**config.mk**
```make
export PLATFORM = sky130hd
export DESIGN_NAME = muldiv_unit
export DESIGN_NICKNAME = d
export VERILOG_FILES = /design/src/rtl/muldiv_unit.sv
export SDC_FILE = /design/constraint.sdc
export NUM_CORES = 1
export LEC_CHECK = 0
export CORE_MARGIN = 2
export CORE_UTILIZATION = 40
export CTS_CLUSTER_SIZE = 8
export DETAILED_ROUTE_END_ITERATION = 7
export GPL_ROUTABILITY_DRIVEN = 0
export PLACE_DENSITY = 0.56
export SYNTH_ARGS = -nofsm -noshare
export SYNTH_HDL_FRONTEND = slang
export SYNTH_SLANG_ARGS = --single-unit
export TNS_END_PERCENT = 100
```
**constraint.sdc**
```tcl
create_clock -name clk -period 6.55 [get_ports clk]
set_clock_uncertainty 0.15 [all_clocks]
set_input_delay 1.31 -clock clk [delete_from_list [all_inputs] [get_ports clk]]
set_output_delay 1.31 -clock clk [all_outputs]
set_load 0.02 [all_outputs]
```
**src/rtl/muldiv_unit.sv**
```systemverilog
// Iterative RV32M multiply/divide unit: one shift-add or restoring-divide step per
// cycle, fixed XLEN+1 cycle latency from accept to the done strobe.
module muldiv_unit #(
  parameter int unsigned XLEN = 32,
  parameter int unsigned REGW = 5
) (
  input  logic            clk,
  input  logic            reset,
  input  logic            start,
  input  logic [2:0]      funct3,
  input  logic [XLEN-1:0] op_a,
  input  logic [XLEN-1:0] op_b,
  input  logic [REGW-1:0] rd_in,
  input  logic            abort,
  output logic            ready,
  output logic            busy,
  output logic            done,
  output logic [XLEN-1:0] result,
  output logic [REGW-1:0] rd_out
);

  localparam int unsigned CNTW = $clog2(XLEN);
  localparam int unsigned PW   = 2 * XLEN;

  typedef enum logic [1:0] {S_IDLE, S_RUN, S_DONE} state_e;

  state_e            state_q, state_d;
  logic [CNTW-1:0]   cnt_q, cnt_d;
  logic [2:0]        fn_q, fn_d;
  logic              neg_q, neg_d;
  logic [PW-1:0]     acc_q, acc_d;
  logic [XLEN-1:0]   mb_q, mb_d;
  logic [REGW-1:0]   rd_pend_q, rd_pend_d;
  logic [XLEN-1:0]   result_q, result_d;
  logic [REGW-1:0]   rd_q, rd_d;
  logic              done_q, done_d;

  logic              sa, sb;
  logic [XLEN-1:0]   mag_a, mag_b;
  logic              neg_in;
  logic [PW-1:0]     acc_in;
  logic [XLEN-1:0]   mb_in;

  // Operand magnitudes and result sign captured at accept
  always_comb begin
    sa     = 1'b0;
    sb     = 1'b0;
    neg_in = 1'b0;
    if (funct3[2]) begin
      sa = ~funct3[0] & op_a[XLEN-1];
      sb = ~funct3[0] & op_b[XLEN-1];
    end else begin
      sa = (funct3[1:0] == 2'b01 || funct3[1:0] == 2'b10) & op_a[XLEN-1];
      sb = (funct3[1:0] == 2'b01) & op_b[XLEN-1];
    end
    mag_a = sa ? ('0 - op_a) : op_a;
    mag_b = sb ? ('0 - op_b) : op_b;
    if (!funct3[2])     neg_in = sa ^ sb;
    else if (funct3[1]) neg_in = sa;
    else                neg_in = (sa ^ sb) & (op_b != '0);
    // Multiply shifts the multiplier out of the low half; divide shifts the dividend in
    acc_in = funct3[2] ? {{XLEN{1'b0}}, mag_a} : {{XLEN{1'b0}}, mag_b};
    mb_in  = funct3[2] ? mag_b : mag_a;
  end

  logic [XLEN:0]   mul_sum;
  logic [XLEN:0]   div_top;
  logic [XLEN-1:0] div_diff;
  logic            div_ge;
  logic [PW-1:0]   step_acc;

  // One iteration of shift-add multiply or restoring divide
  always_comb begin
    mul_sum  = {1'b0, acc_q[PW-1:XLEN]} + (acc_q[0] ? {1'b0, mb_q} : '0);
    div_top  = acc_q[PW-1:XLEN-1];
    div_ge   = div_top >= {1'b0, mb_q};
    div_diff = XLEN'(div_top - {1'b0, mb_q});
    step_acc = {mul_sum, acc_q[XLEN-1:1]};
    if (fn_q[2]) begin
      step_acc = div_ge ? {div_diff, acc_q[XLEN-2:0], 1'b1}
                        : {div_top[XLEN-1:0], acc_q[XLEN-2:0], 1'b0};
    end
  end

  logic [PW-1:0]   prod_s;
  logic [XLEN-1:0] quot_s, rem_s, res_fin;

  always_comb begin
    prod_s = neg_q ? ('0 - acc_q) : acc_q;
    quot_s = neg_q ? ('0 - acc_q[XLEN-1:0]) : acc_q[XLEN-1:0];
    rem_s  = neg_q ? ('0 - acc_q[PW-1:XLEN]) : acc_q[PW-1:XLEN];
    res_fin = prod_s[PW-1:XLEN];
    if (fn_q[2])                 res_fin = fn_q[1] ? rem_s : quot_s;
    else if (fn_q[1:0] == 2'b00) res_fin = prod_s[XLEN-1:0];
  end

  always_comb begin
    state_d   = state_q;
    cnt_d     = cnt_q;
    fn_d      = fn_q;
    neg_d     = neg_q;
    acc_d     = acc_q;
    mb_d      = mb_q;
    rd_pend_d = rd_pend_q;
    result_d  = result_q;
    rd_d      = rd_q;
    done_d    = 1'b0;
    unique case (state_q)
      S_IDLE: begin
        if (start && !abort) begin
          state_d   = S_RUN;
          cnt_d     = '0;
          fn_d      = funct3;
          neg_d     = neg_in;
          acc_d     = acc_in;
          mb_d      = mb_in;
          rd_pend_d = rd_in;
        end
      end
      S_RUN: begin
        if (abort) begin
          state_d = S_IDLE;
        end else begin
          acc_d = step_acc;
          cnt_d = cnt_q + CNTW'(1);
          if (cnt_q == CNTW'(XLEN - 1)) state_d = S_DONE;
        end
      end
      S_DONE: begin
        state_d = S_IDLE;
        if (!abort) begin
          done_d   = 1'b1;
          result_d = res_fin;
          rd_d     = rd_pend_q;
        end
      end
      default: state_d = S_IDLE;
    endcase
  end

  always_ff @(posedge clk) begin
    if (reset) begin
      state_q   <= S_IDLE;
      cnt_q     <= '0;
      fn_q      <= '0;
      neg_q     <= 1'b0;
      acc_q     <= '0;
      mb_q      <= '0;
      rd_pend_q <= '0;
      result_q  <= '0;
      rd_q      <= '0;
      done_q    <= 1'b0;
    end else begin
      state_q   <= state_d;
      cnt_q     <= cnt_d;
      fn_q      <= fn_d;
      neg_q     <= neg_d;
      acc_q     <= acc_d;
      mb_q      <= mb_d;
      rd_pend_q <= rd_pend_d;
      result_q  <= result_d;
      rd_q      <= rd_d;
      done_q    <= done_d;
    end
  end

  assign ready  = (state_q == S_IDLE);
  assign busy   = (state_q == S_RUN) || (state_q == S_DONE);
  assign done   = done_q;
  assign result = result_q;
  assign rd_out = rd_q;

endmodule
```
==> summary.md, run 1 <==
| Metric | Value |
|---|---|
| Status | `completed` |
| Startpoint of the tightest hold check path | `result[25]` |
| Worst Setup Slack, final | `a little over 2 ns` |
| Asr flop ratio synth | `0` |
| Largest cells by area after synthesis | `dfxtp_1 21%, a21oi_1 6.6%, ha_1 6.4%` |
| Die height | `194 um` |
| Tcrit/Tclk final | `0.692` |
| Cell count after synthesis | `roughly 2000` |
| Crit-path max cell delay | `~0.62 ns` |
| Vias per cell | `between 6 and 7` |
| Syn_area_per_cell | `just over 7 sq um` |
| Core area | `around 35000 sq um` |
| Leakage | `0.00634 uW` |
| M1 wire length | `between 20 and 25 mm` |
| Reg-to-reg slack, setup | `approximately 2 ns` |
| Initial Utilization | `0.405` |
| Footprint of the multi-input gates | `10500 sq um` |
| Via Count | `between 15000 and 20000` |
| Cell area after layout | `roughly 16000 sq um` |
| Critical-path top delay cell | `inv_1` |
| Routed WL | `approximately 54 mm` |
| Clock buffer depth | `2` |
| Tmin final | `4.53 ns` |
| PortBufs | `115` |
| Final slew viol count | `0` |
| Yosys top cell by area | `dfxtp_1` |
| Achievable clock frequency | `roughly 220 MHz` |
| FF-to-FF End | `acc_q[56]` |
| Synth Register Bits | `150` |
| Worst rel slew slack | `0.185` |
| HPWL Detailed | `41.8 mm` |
| Root Driver | `clkbuf_16` |
| Hold Crit Depth | `2` |
| Cts hold-fix bufs | `0` |
| Clock Latency Late Sink | `between 0.4 and 0.5 ns` |
| Synth Flop Type | `dfxtp_1` |
| FF/Latch Area | `3010 sq um` |
| Cell Chain, Critical Path | `inv_1 -> nor2_1 -> ha_1 -> a2111oi_0 -> a21boi_0 -> or4_1 -> a41oi_1 -> and3_1 -> nor2b_1 -> o221ai_1 -> a21oi_1 -> xnor2_1 -> a221o_1` |
| Reg clk slew, reported paths | `0.07 ns` |
| # Post-CTS Setup Buffers | `0` |
| IO Pins | `~120` |
| Sum Neg Setup Slack | `0 ns` |
| Initial antenna violation count | `0` |
| Post-synth top area share | `0.209` |
| RSZ-0062 raised after global routing | `false` |
| Placed insts | `2468` |
| P&R area growth vs syn | `13.8%` |
| Top sig layer | `met4` |
| WS Path Type | `reg -> reg` |
| DRC viols | `0` |
| Hold Vio Cnt, Final | `0` |
| Number of buffers created by CTS | `17` |
| Share of cells above drive strength 1 | `0.0638` |
| Max-Cap Viols | `0` |
| Crit end category | `flip-flop` |
| Library cells used by synthesis | `85` |
| WP data required | `roughly 6.7 ns` |
| Fill cells | `around 3700` |
| Die area | `37500 sq um` |
| Hold Path End | `result[25]` |
| Syn Nets | `about 2200` |
| First-pass GRT wire length | `83.3 mm` |
| Number of global-route vias before repair | `between 10000 and 15000` |
| Initial DRC count | `~1700` |
| Crit path max fanout | `19` |
| Congestion Overflow GR | `0` |
| Reg-to-Reg Start | `acc_q[0]` |
| Placed Area | `between 15000 and 20000 sq um` |
| DRT Pass-1 Iters | `7` |
| R2R cell count | `13` |
| Synthesized area | `approximately 14000 sq um` |
| # clock sinks | `150` |
| Layout Nets | `~2200` |
| Largest net degree at the start of global routing | `102` |
| Sequential share of the synthesized area | `0.209` |
| # diodes | `0` |
| Peak VDD IR | `0.176 mV` |
| P per Cell Area | `around 180 nW/um^2` |
| DR WL/cell | `between 20 and 25 um` |
| Fin cells | `2500` |
| Worst min path class | `reg -> reg` |
| Routed wl met3 | `between 4 and 5 mm` |
| Worst endpoint data arrival time | `4.72 ns` |
| Die width | `between 150 and 200 um` |
| Metal2 WL | `24.2 mm` |
| Total GRT Usage | `0.284` |
| Ys Warns | `0` |
| Critical Path Start Type | `flip-flop` |
| CTS tree | `done` |
| Setup WS pre-CTS | `1.74 ns` |
| Site Rows | `69` |
| Final setup fails | `0` |
| # resized after CTS | `0` |
| Post-synth EDFFs | `0` |
| ANT nets after route | `0` |
| CTS H-tree depth | `4` |
| Least-Margin Pin Slew | `roughly 1.2 ns` |
state kept, by name, summed over array words and instances, names as in the netlist, 2 cells and up:
register / cells
acc_q: 64
mb_q: 32
result: 32
cnt_q: 5
rd_out: 5
rd_pend_q: 5
fn_q: 3
state_q: 2
logic make-up (layout without fill, tap and decap cells):
logic type,count (synthesis),in the layout,synth area share
buffers and inverters,214,252,0.0590
AND/OR/NAND/NOR,668,668,0.213
adder cells (fa/ha/maj),76,76,0.0672
flip-flops,150,150,0.209
multiplexers,62,62,0.0468
AO/OA/AOI/OAI,647,647,0.293
XOR/XNOR,184,184,0.112
per-stage QoR:
stage                     power (uW)  utilization  hold WS, ns
after floorplan                 1590            -        0.282
after global placement          1890        0.445        0.284
after detailed placement        1890        0.445        0.284
after CTS                       2900        0.461        0.294
after global routing            3040        0.461        0.318
final                           2910        0.461        0.291
worst max path at each step:
stage | startpoint | to | slack [ns]
finish | acc_q[0] | acc_q[56] | 2.02
global route | acc_q[0] | acc_q[56] | 1.62
CTS | acc_q[0] | acc_q[56] | 2.04
detailed placement | op_b[9] | mb_q[28] | 1.74
global placement | op_b[9] | mb_q[28] | 1.82
floorplan | op_b[9] | mb_q[28] | 2.57
layout by cell type (no fill, tap or decap), types with 22 or more instances in the layout:
| cell type | Yosys | routed |
|---|---|---|
| nand2_1 | 216 | 216 |
| nor3_1 | 58 | 58 |
| a21o_1 | 34 | 34 |
| xor2_1 | 87 | 87 |
| xnor2_1 | 97 | 97 |
| o31ai_1 | 25 | 25 |
| o211ai_1 | 41 | 41 |
| mux2_2 | 22 | 22 |
| a21oi_1 | 189 | 189 |
| buf_4 | 3 | 31 |
| a211oi_1 | 62 | 62 |
| o21ai_0 | 120 | 119 |
| nand3_1 | 40 | 40 |
| nor2_1 | 222 | 221 |
| dfxtp_1 | 150 | 148 |
| inv_1 | 73 | 73 |
| clkdlybuf4s50_1 | 0 | 113 |
| ha_1 | 74 | 74 |
| mux2i_1 | 38 | 38 |
critical path: cells and delay by family (launching register included):
| family | cells | cell delay, ns |
|---|---|---|
| adders and majority gates | 1 | 0.37 |
| DFF | 1 | 0.40 |
| AOI/OAI and AO/OA | 6 | 1.88 |
| xor gates and xnor gates | 1 | 0.10 |
| buffers and inverters | 1 | 0.62 |
| and+or+nand+nor | 4 | 0.89 |
report_power, final:
part | leakage (uW) | switching [uW] | internal, uW
Clock | 0.000287 | 464 | 556
Combinational | 0.00483 | 548 | 328
Sequential | 0.00122 | 65.9 | 948
Total | 0.00634 | 1080 | 1830
cell type report:
class | count | share of cell area
clock inverter | 14 | 0.00848
inverter | 75 | 0.0172
clock buffer | 18 | 0.0275
tap | 461 | 0.0352
sequential | 150 | 0.184
multi-input combinational | 1637 | 0.644
timing repair buffer | 145 | 0.0836
synthesized netlist by cell type, drive strengths merged, types with 40 or more instances:
| cell type | instances |
|---|---|
| nor2 | 223 |
| nand2 | 216 |
| a21oi | 191 |
| dfxtp | 150 |
| o21ai | 124 |
| clkbuf | 107 |
| xnor2 | 97 |
| xor2 | 87 |
| ha | 74 |
| inv | 73 |
| a211oi | 62 |
| nor3 | 58 |
| o211ai | 41 |
| nand3 | 40 |
metal layers:
metal / up-vias / GRT usage
met5: - / 0
met4: 0 / 0.122
met3: 92 / 0.0396
met2: 697 / 0.446
met1: 7115 / 0.388
li1: 7295 / -
Power figures use the tool's default switching activity.
==> inputs of run 2 (changes only) <==
--- a/config.mk
+++ b/config.mk
@@ -10,7 +10,7 @@
 export CTS_CLUSTER_SIZE = 8
 export DETAILED_ROUTE_END_ITERATION = 7
 export GPL_ROUTABILITY_DRIVEN = 0
-export PLACE_DENSITY = 0.56
+export PLACE_DENSITY = 0.59
 export SYNTH_ARGS = -nofsm -noshare
 export SYNTH_HDL_FRONTEND = slang
 export SYNTH_SLANG_ARGS = --single-unit
==> constraint.sdc (replaced) <==
create_clock -name clk -period 3.7 [get_ports clk]
set_clock_uncertainty 0.15 [all_clocks]
set_input_delay 0.74 -clock clk [delete_from_list [all_inputs] [get_ports clk]]
set_output_delay 0.74 -clock clk [all_outputs]
set_load 0.02 [all_outputs]
==> summary.md, run 2 (synthesis gave the netlist of run 1 again) <==
| Metric | Value |
|---|---|
| Status | `complete, but fails checks` |
| Failing checks | `DRC` |
| Leakage | `between 0.007 and 0.008 uW` |
| DRT Pass-1 Iters | `8` |
| Final setup fails | `0` |
| GRT Max-Usage Layer | `met2` |
| P per Cell Area | `about 300 nW/um^2` |
| CTS tree | `done` |
| Hold Vio Cnt, Final | `0` |
| Met1 Track Usage GR | `0.388` |
| RSZ-0062 raised after global routing | `false` |
| ANT nets after route | `0` |
| Clock Latency Late Sink | `~0.45 ns` |
| Met3 GRT Util | `0.0441` |
| Clock buffer depth | `2` |
| Placed Area | `between 15000 and 20000 sq um` |
| CTS H-tree depth | `4` |
| Congestion Overflow GR | `0` |
| Root Driver | `clkbuf_16` |
| # diodes | `0` |
| Initial Utilization | `0.405` |
| Commonest cells after routing, fill and taps aside | `221 x nor2_1, 216 x nand2_1, 210 x buf_4` |
| Site Rows | `approximately 70` |
| Cts hold-fix bufs | `0` |
| PortBufs | `between 100 and 150` |
| DR WL/cell | `20.6 um` |
| DRC viols | `1` |
| # clock sinks | `150` |
| First-pass GRT wire length | `about 85 mm` |
| Max-Cap Viols | `0` |
| Worst rel slew slack | `0.295` |
| Tot Pwr | `around 5300 uW` |
| Grt met2 use | `0.434` |
| Number of buffers created by CTS | `17` |
| Initial antenna violation count | `0` |
| Tmin final | `3.57 ns` |
| Total GRT Usage | `0.285` |
| Largest net degree at the start of global routing | `56` |
| Least-Margin Pin Slew | `1.05 ns` |
| HPWL Detailed | `around 43 mm` |
| Largest register FFs | `64` |
| Tcrit/Tclk final | `0.964` |
| Worst min path class | `reg -> reg` |
| Die height | `approximately 190 um` |
| Commonest non-fill, non-tap cell in the layout | `nor2_1` |
| Die width | `194 um` |
| Crit path max fanout | `5` |
| Core area | `35500 sq um` |
| Via Count | `approximately 16000` |
| Routed WL | `about 55 mm` |
| Worst endpoint data arrival time | `about 3.7 ns` |
| Initial DRC count | `about 1700` |
| Share of cells above drive strength 1 | `0.144` |
| Minimum hold slack | `0.299 ns` |
| Number of global-route vias before repair | `14900` |
| Crit end category | `flip-flop` |
| Die area | `about 37000 sq um` |
| Final slew viol count | `0` |
| Largest Register | `acc_q` |
| Reg clk slew, reported paths | `0.07 ns` |
| Cell area after layout | `17800 sq um` |
| Critical Path Start Type | `flip-flop` |
| Vias per cell | `approximately 6.0` |
| Peak VDD IR | `between 0.2 and 0.3 mV` |
| IO Pins | `116` |
| Achievable clock frequency | `between 200 and 300 MHz` |
| P&R area growth vs syn | `23.6%` |
| Layout Nets | `roughly 2400` |
| WS Path Type | `reg -> reg` |
| WP data required | `3.87 ns` |
run 2: where the power goes:
group | total (uW) | switching (uW) | internal [uW]
Sequential | 1770 | 88.0 | 1680
Clock | 1790 | 826 | 967
Combinational | 1760 | 1040 | 723
run 2: repair_timing:
action / 4_1_cts / 5_1_grt
resized for setup: 2 / 12
pin swaps: 1 / 2
endpoints found under the setup margin: 19 / 13
cloned: 1 / 0
buffers inserted: 0 / 1
hold endpoints to repair: 0 / 0
run 2: path summary, 6_finish.rpt:
kind                                 start          to  slack (ns)  depth (start not counted)
worst min register to register  result[25]  result[25]        0.30                          2
worst min-delay path            result[25]  result[25]        0.30                          2
worst max-delay path              acc_q[0]   acc_q[56]        0.13                         15
worst max register to register    acc_q[0]   acc_q[56]        0.13                         15
run 2: critical path: stages (launching register included):
cell	delay [ns]
dfxtp_1	0.34
inv_2	0.07
buf_4	0.14
nor2_1	0.11
ha_2	0.24
o211a_1	0.19
a21boi_0	0.09
buf_4	0.15
or4_4	0.54
a41oi_4	0.33
and3_4	0.24
nor2b_1	0.08
o221ai_1	0.17
a21oi_1	0.11
xnor2_1	0.15
a221o_1	0.33
run 2: through the flow:
stage	cells	utilization	setup TNS, ns	worst slack (ns)
floorplan	2001	-	0	0.0568
global placement	2646	0.482	-0.775	-0.0860
detailed placement	2646	0.482	-2.79	-0.170
CTS	2679	0.499	0	0.0314
global route	2680	0.501	0	0.00128
finish	2680	0.501	0	0.134
run 2: area by class of cell:
class / instances / area [sq um]
Multi-Input combinational cell: 1638 / 10600
Inverter: 75 / 282
Fill cell: 3506 / 17700
Clock buffer: 19 / 443
Sequential cell: 150 / 3010
Tap cell: 461 / 577
Clock inverter: 13 / 134
Timing Repair Buffer: 324 / 2710
run 2: layer usage:
metal  share of wire  vias to the layer above
met1            0.44                     7538
met4           0.052                        0
li1                -                     7650
met2            0.43                      724
met3           0.071                      125
met5               0                        -
==> inputs of run 3 (changes only) <==
--- a/config.mk
+++ b/config.mk
@@ -11,6 +11,7 @@
 export DETAILED_ROUTE_END_ITERATION = 7
 export GPL_ROUTABILITY_DRIVEN = 0
 export PLACE_DENSITY = 0.59
+export REMOVE_ABC_BUFFERS = 1
 export SYNTH_ARGS = -nofsm -noshare
 export SYNTH_HDL_FRONTEND = slang
 export SYNTH_SLANG_ARGS = --single-unit
==> summary.md, run 3 (synthesis gave the netlist of run 1 again) <==
| Metric | Value |
|---|---|
| # clock sinks | `150` |
| Worst rel slew slack | `0.343` |
| ANT nets after route | `0` |
| Congestion Overflow GR | `0` |
| Clock Latency Late Sink | `between 0.4 and 0.5 ns` |
| R2R cell count | `14` |
| Number of global-route vias before repair | `14400` |
| Commonest cells after routing, fill and taps aside | `220 x nor2_1, 216 x nand2_1, 184 x a21oi_1` |
| Crit-path max cell delay | `about 0.42 ns` |
| Cts hold-fix bufs | `0` |
| Status | `completed` |
| Startpoint of the tightest hold check path | `result[8]` |
| DRC viols | `0` |
| Critical Path Stages | `14` |
| FF/Latch Area | `approximately 3000 sq um` |
| Layout Nets | `2312` |
| CTS H-tree depth | `4` |
| Reg clk slew, reported paths | `approximately 0.07 ns` |
| Met1 Track Usage GR | `0.376` |
| Root Driver | `clkbuf_16` |
| Worst Setup Slack, final | `approximately 0.11 ns` |
| Largest net degree at the start of global routing | `a little under 80` |
| WP data required | `slightly below 4 ns` |
| Total GRT Usage | `0.271` |
| P per Cell Area | `297 nW/um^2` |
| Vias per cell | `~6.0` |
| Reg-to-reg slack, setup | `0.11 ns` |
| Setup WS pre-CTS | `-0.211 ns` |
| Least-Margin Pin Slew | `around 1 ns` |
| Clk pwr share | `0.341` |
| Critical-path top delay cell | `dfxtp_1` |
| CP most frequent cell | `mux2i_1` |
| Core area | `around 35000 sq um` |
| Logic pwr share | `0.318` |
| Via Count | `between 15000 and 20000` |
| Cell area after layout | `approximately 17000 sq um` |
| Die area | `between 30000 and 40000 sq um` |
| Sum Neg Setup Slack | `0 ns` |
| Number of buffers created by CTS | `17` |
| P&R area growth vs syn | `21.5%` |
| Hold Path End | `result[8]` |
| Hold Crit Depth | `2` |
| Final setup fails | `0` |
| Net Switching | `around 1900 uW` |
| Met3 GRT Util | `0.0382` |
| Max-Cap Viols | `0` |
| DRT Pass-1 Iters | `6` |
| Leakage | `0.00702 uW` |
| Routed WL | `about 53 mm` |
| Largest register FFs | `64` |
| Initial antenna violation count | `0` |
| Cell Chain, Critical Path | `inv_1 -> ha_1 -> nor2b_1 -> o2111ai_1 -> a31o_2 -> nor3b_1 -> buf_4 -> o31ai_4 -> nor4_4 -> nor2_4 -> buf_12 -> mux2i_1 -> mux2i_1 -> a22o_1` |
| Largest Register | `acc_q` |
| Clock buffer depth | `2` |
| Hold Vio Cnt, Final | `0` |
| Net Sw Frac | `0.358` |
| First-pass GRT wire length | `81.4 mm` |
| FF-to-FF End | `acc_q[44]` |
| Footprint of the multi-input gates | `between 10000 and 15000 sq um` |
| Tmin final | `3.59 ns` |
| Site Rows | `between 60 and 70` |
| Tcrit/Tclk final | `0.970` |
| Final slew viol count | `0` |
| Placed Area | `about 17000 sq um` |
| Int Pwr | `3330 uW` |
| Worst endpoint data arrival time | `approximately 3.8 ns` |
| GRT Max-Usage Layer | `met2` |
| Worst min path class | `reg -> reg` |
| Crit path max fanout | `23` |
| CTS tree | `done` |
| Crit path buffers/inverters | `3` |
| Reg power frac | `0.340` |
| Fill cells | `about 3500` |
| Commonest non-fill, non-tap cell in the layout | `nor2_1` |
| RSZ-0062 raised after global routing | `true` |
| Initial DRC count | `approximately 1600` |
| Reg-to-Reg Start | `mb_q[1]` |
| # diodes | `0` |
| Peak VDD IR | `roughly 0.21 mV` |
| DR WL/cell | `~20 um` |
| IO Pins | `116` |
| Initial Utilization | `0.405` |
| Die height | `about 190 um` |
| Achievable clock frequency | `between 200 and 300 MHz` |
| Crit end category | `flip-flop` |
| Share of cells above drive strength 1 | `0.129` |
| PortBufs | `around 120` |
| HPWL Detailed | `between 40 and 50 mm` |
| Crit path max-delay family | `compound AO/OA/AOI/OAI gates` |
| WS Path Type | `reg -> reg` |
| Die width | `~190 um` |
| Grt met2 use | `0.430` |
| Critical Path Start Type | `flip-flop` |
-- run 3: changes by cell type in the layout (fill, tap and decap cells not counted), sizes merged --
cell	delta
nor2	-1
clkinvlp	+1
buf	-45
inv	-2
clkinv	-1
-- run 3: area by class of cell --
cell class,instances,area share
clock buffers,19,0.0259
clock inverters,11,0.00659
inverters,75,0.0161
multi-input cells,1637,0.609
flip-flops and latches,150,0.172
well taps,461,0.0330
repair buffers,279,0.138
-- run 3: repair_timing --
| action | 4_1_cts | 5_1_grt |
|---|---|---|
| setup endpoints to repair | 23 | 28 |
| resized for setup | 5 | 16 |
| setup buffers | 0 | 1 |
| hold endpoints to repair | 0 | 0 |
| pin swaps | 0 | 6 |
-- run 3: worst max-delay path by stage --
stage	start	end
2_1_floorplan	start	acc_q[54]
6_report	mb_q[1]	acc_q[44]
5_1_grt	acc_q[0]	acc_q[56]
3_5_place_dp	op_a[9]	mb_q[28]
4_1_cts	acc_q[0]	acc_q[56]
3_3_place_gp	op_a[9]	mb_q[28]
-- run 3: tightest hold or removal path, cell delays in order, from the launching register on --
cell and delay (ns):
dfxtp_1 0.31, nand2_1 0.05, nand2_1 0.04
-- run 3: power by group through the flow --
stage,clock [uW],sequential (uW),combinational (uW)
after floorplan,0,1790,974
after global placement,0,1800,1600
after detailed placement,0,1800,1610
after CTS,1790,1760,1620
after global routing,1850,1780,1800
final,1770,1770,1650
-- run 3: metrics by stage --
step / instances / utilization / hold slack (ns) / total power, uW
finish: 2632 / 0.492 / 0.294 / 5190
global route: 2632 / 0.492 / 0.314 / 5420
CTS: 2631 / 0.490 / 0.296 / 5170
detailed placement: 2601 / 0.474 / 0.288 / 3410
global placement: 2601 / 0.474 / 0.279 / 3390
floorplan: 1862 / - / 0.276 / 2770
-- run 3: routing by layer --
| metal | routed length, um | up-vias |
|---|---|---|
| li1 | - | 7557 |
| met1 | 24000 | 7372 |
| met2 | 23300 | 648 |
| met3 | 3610 | 85 |
| met4 | 1710 | 0 |
| met5 | 0 | - |
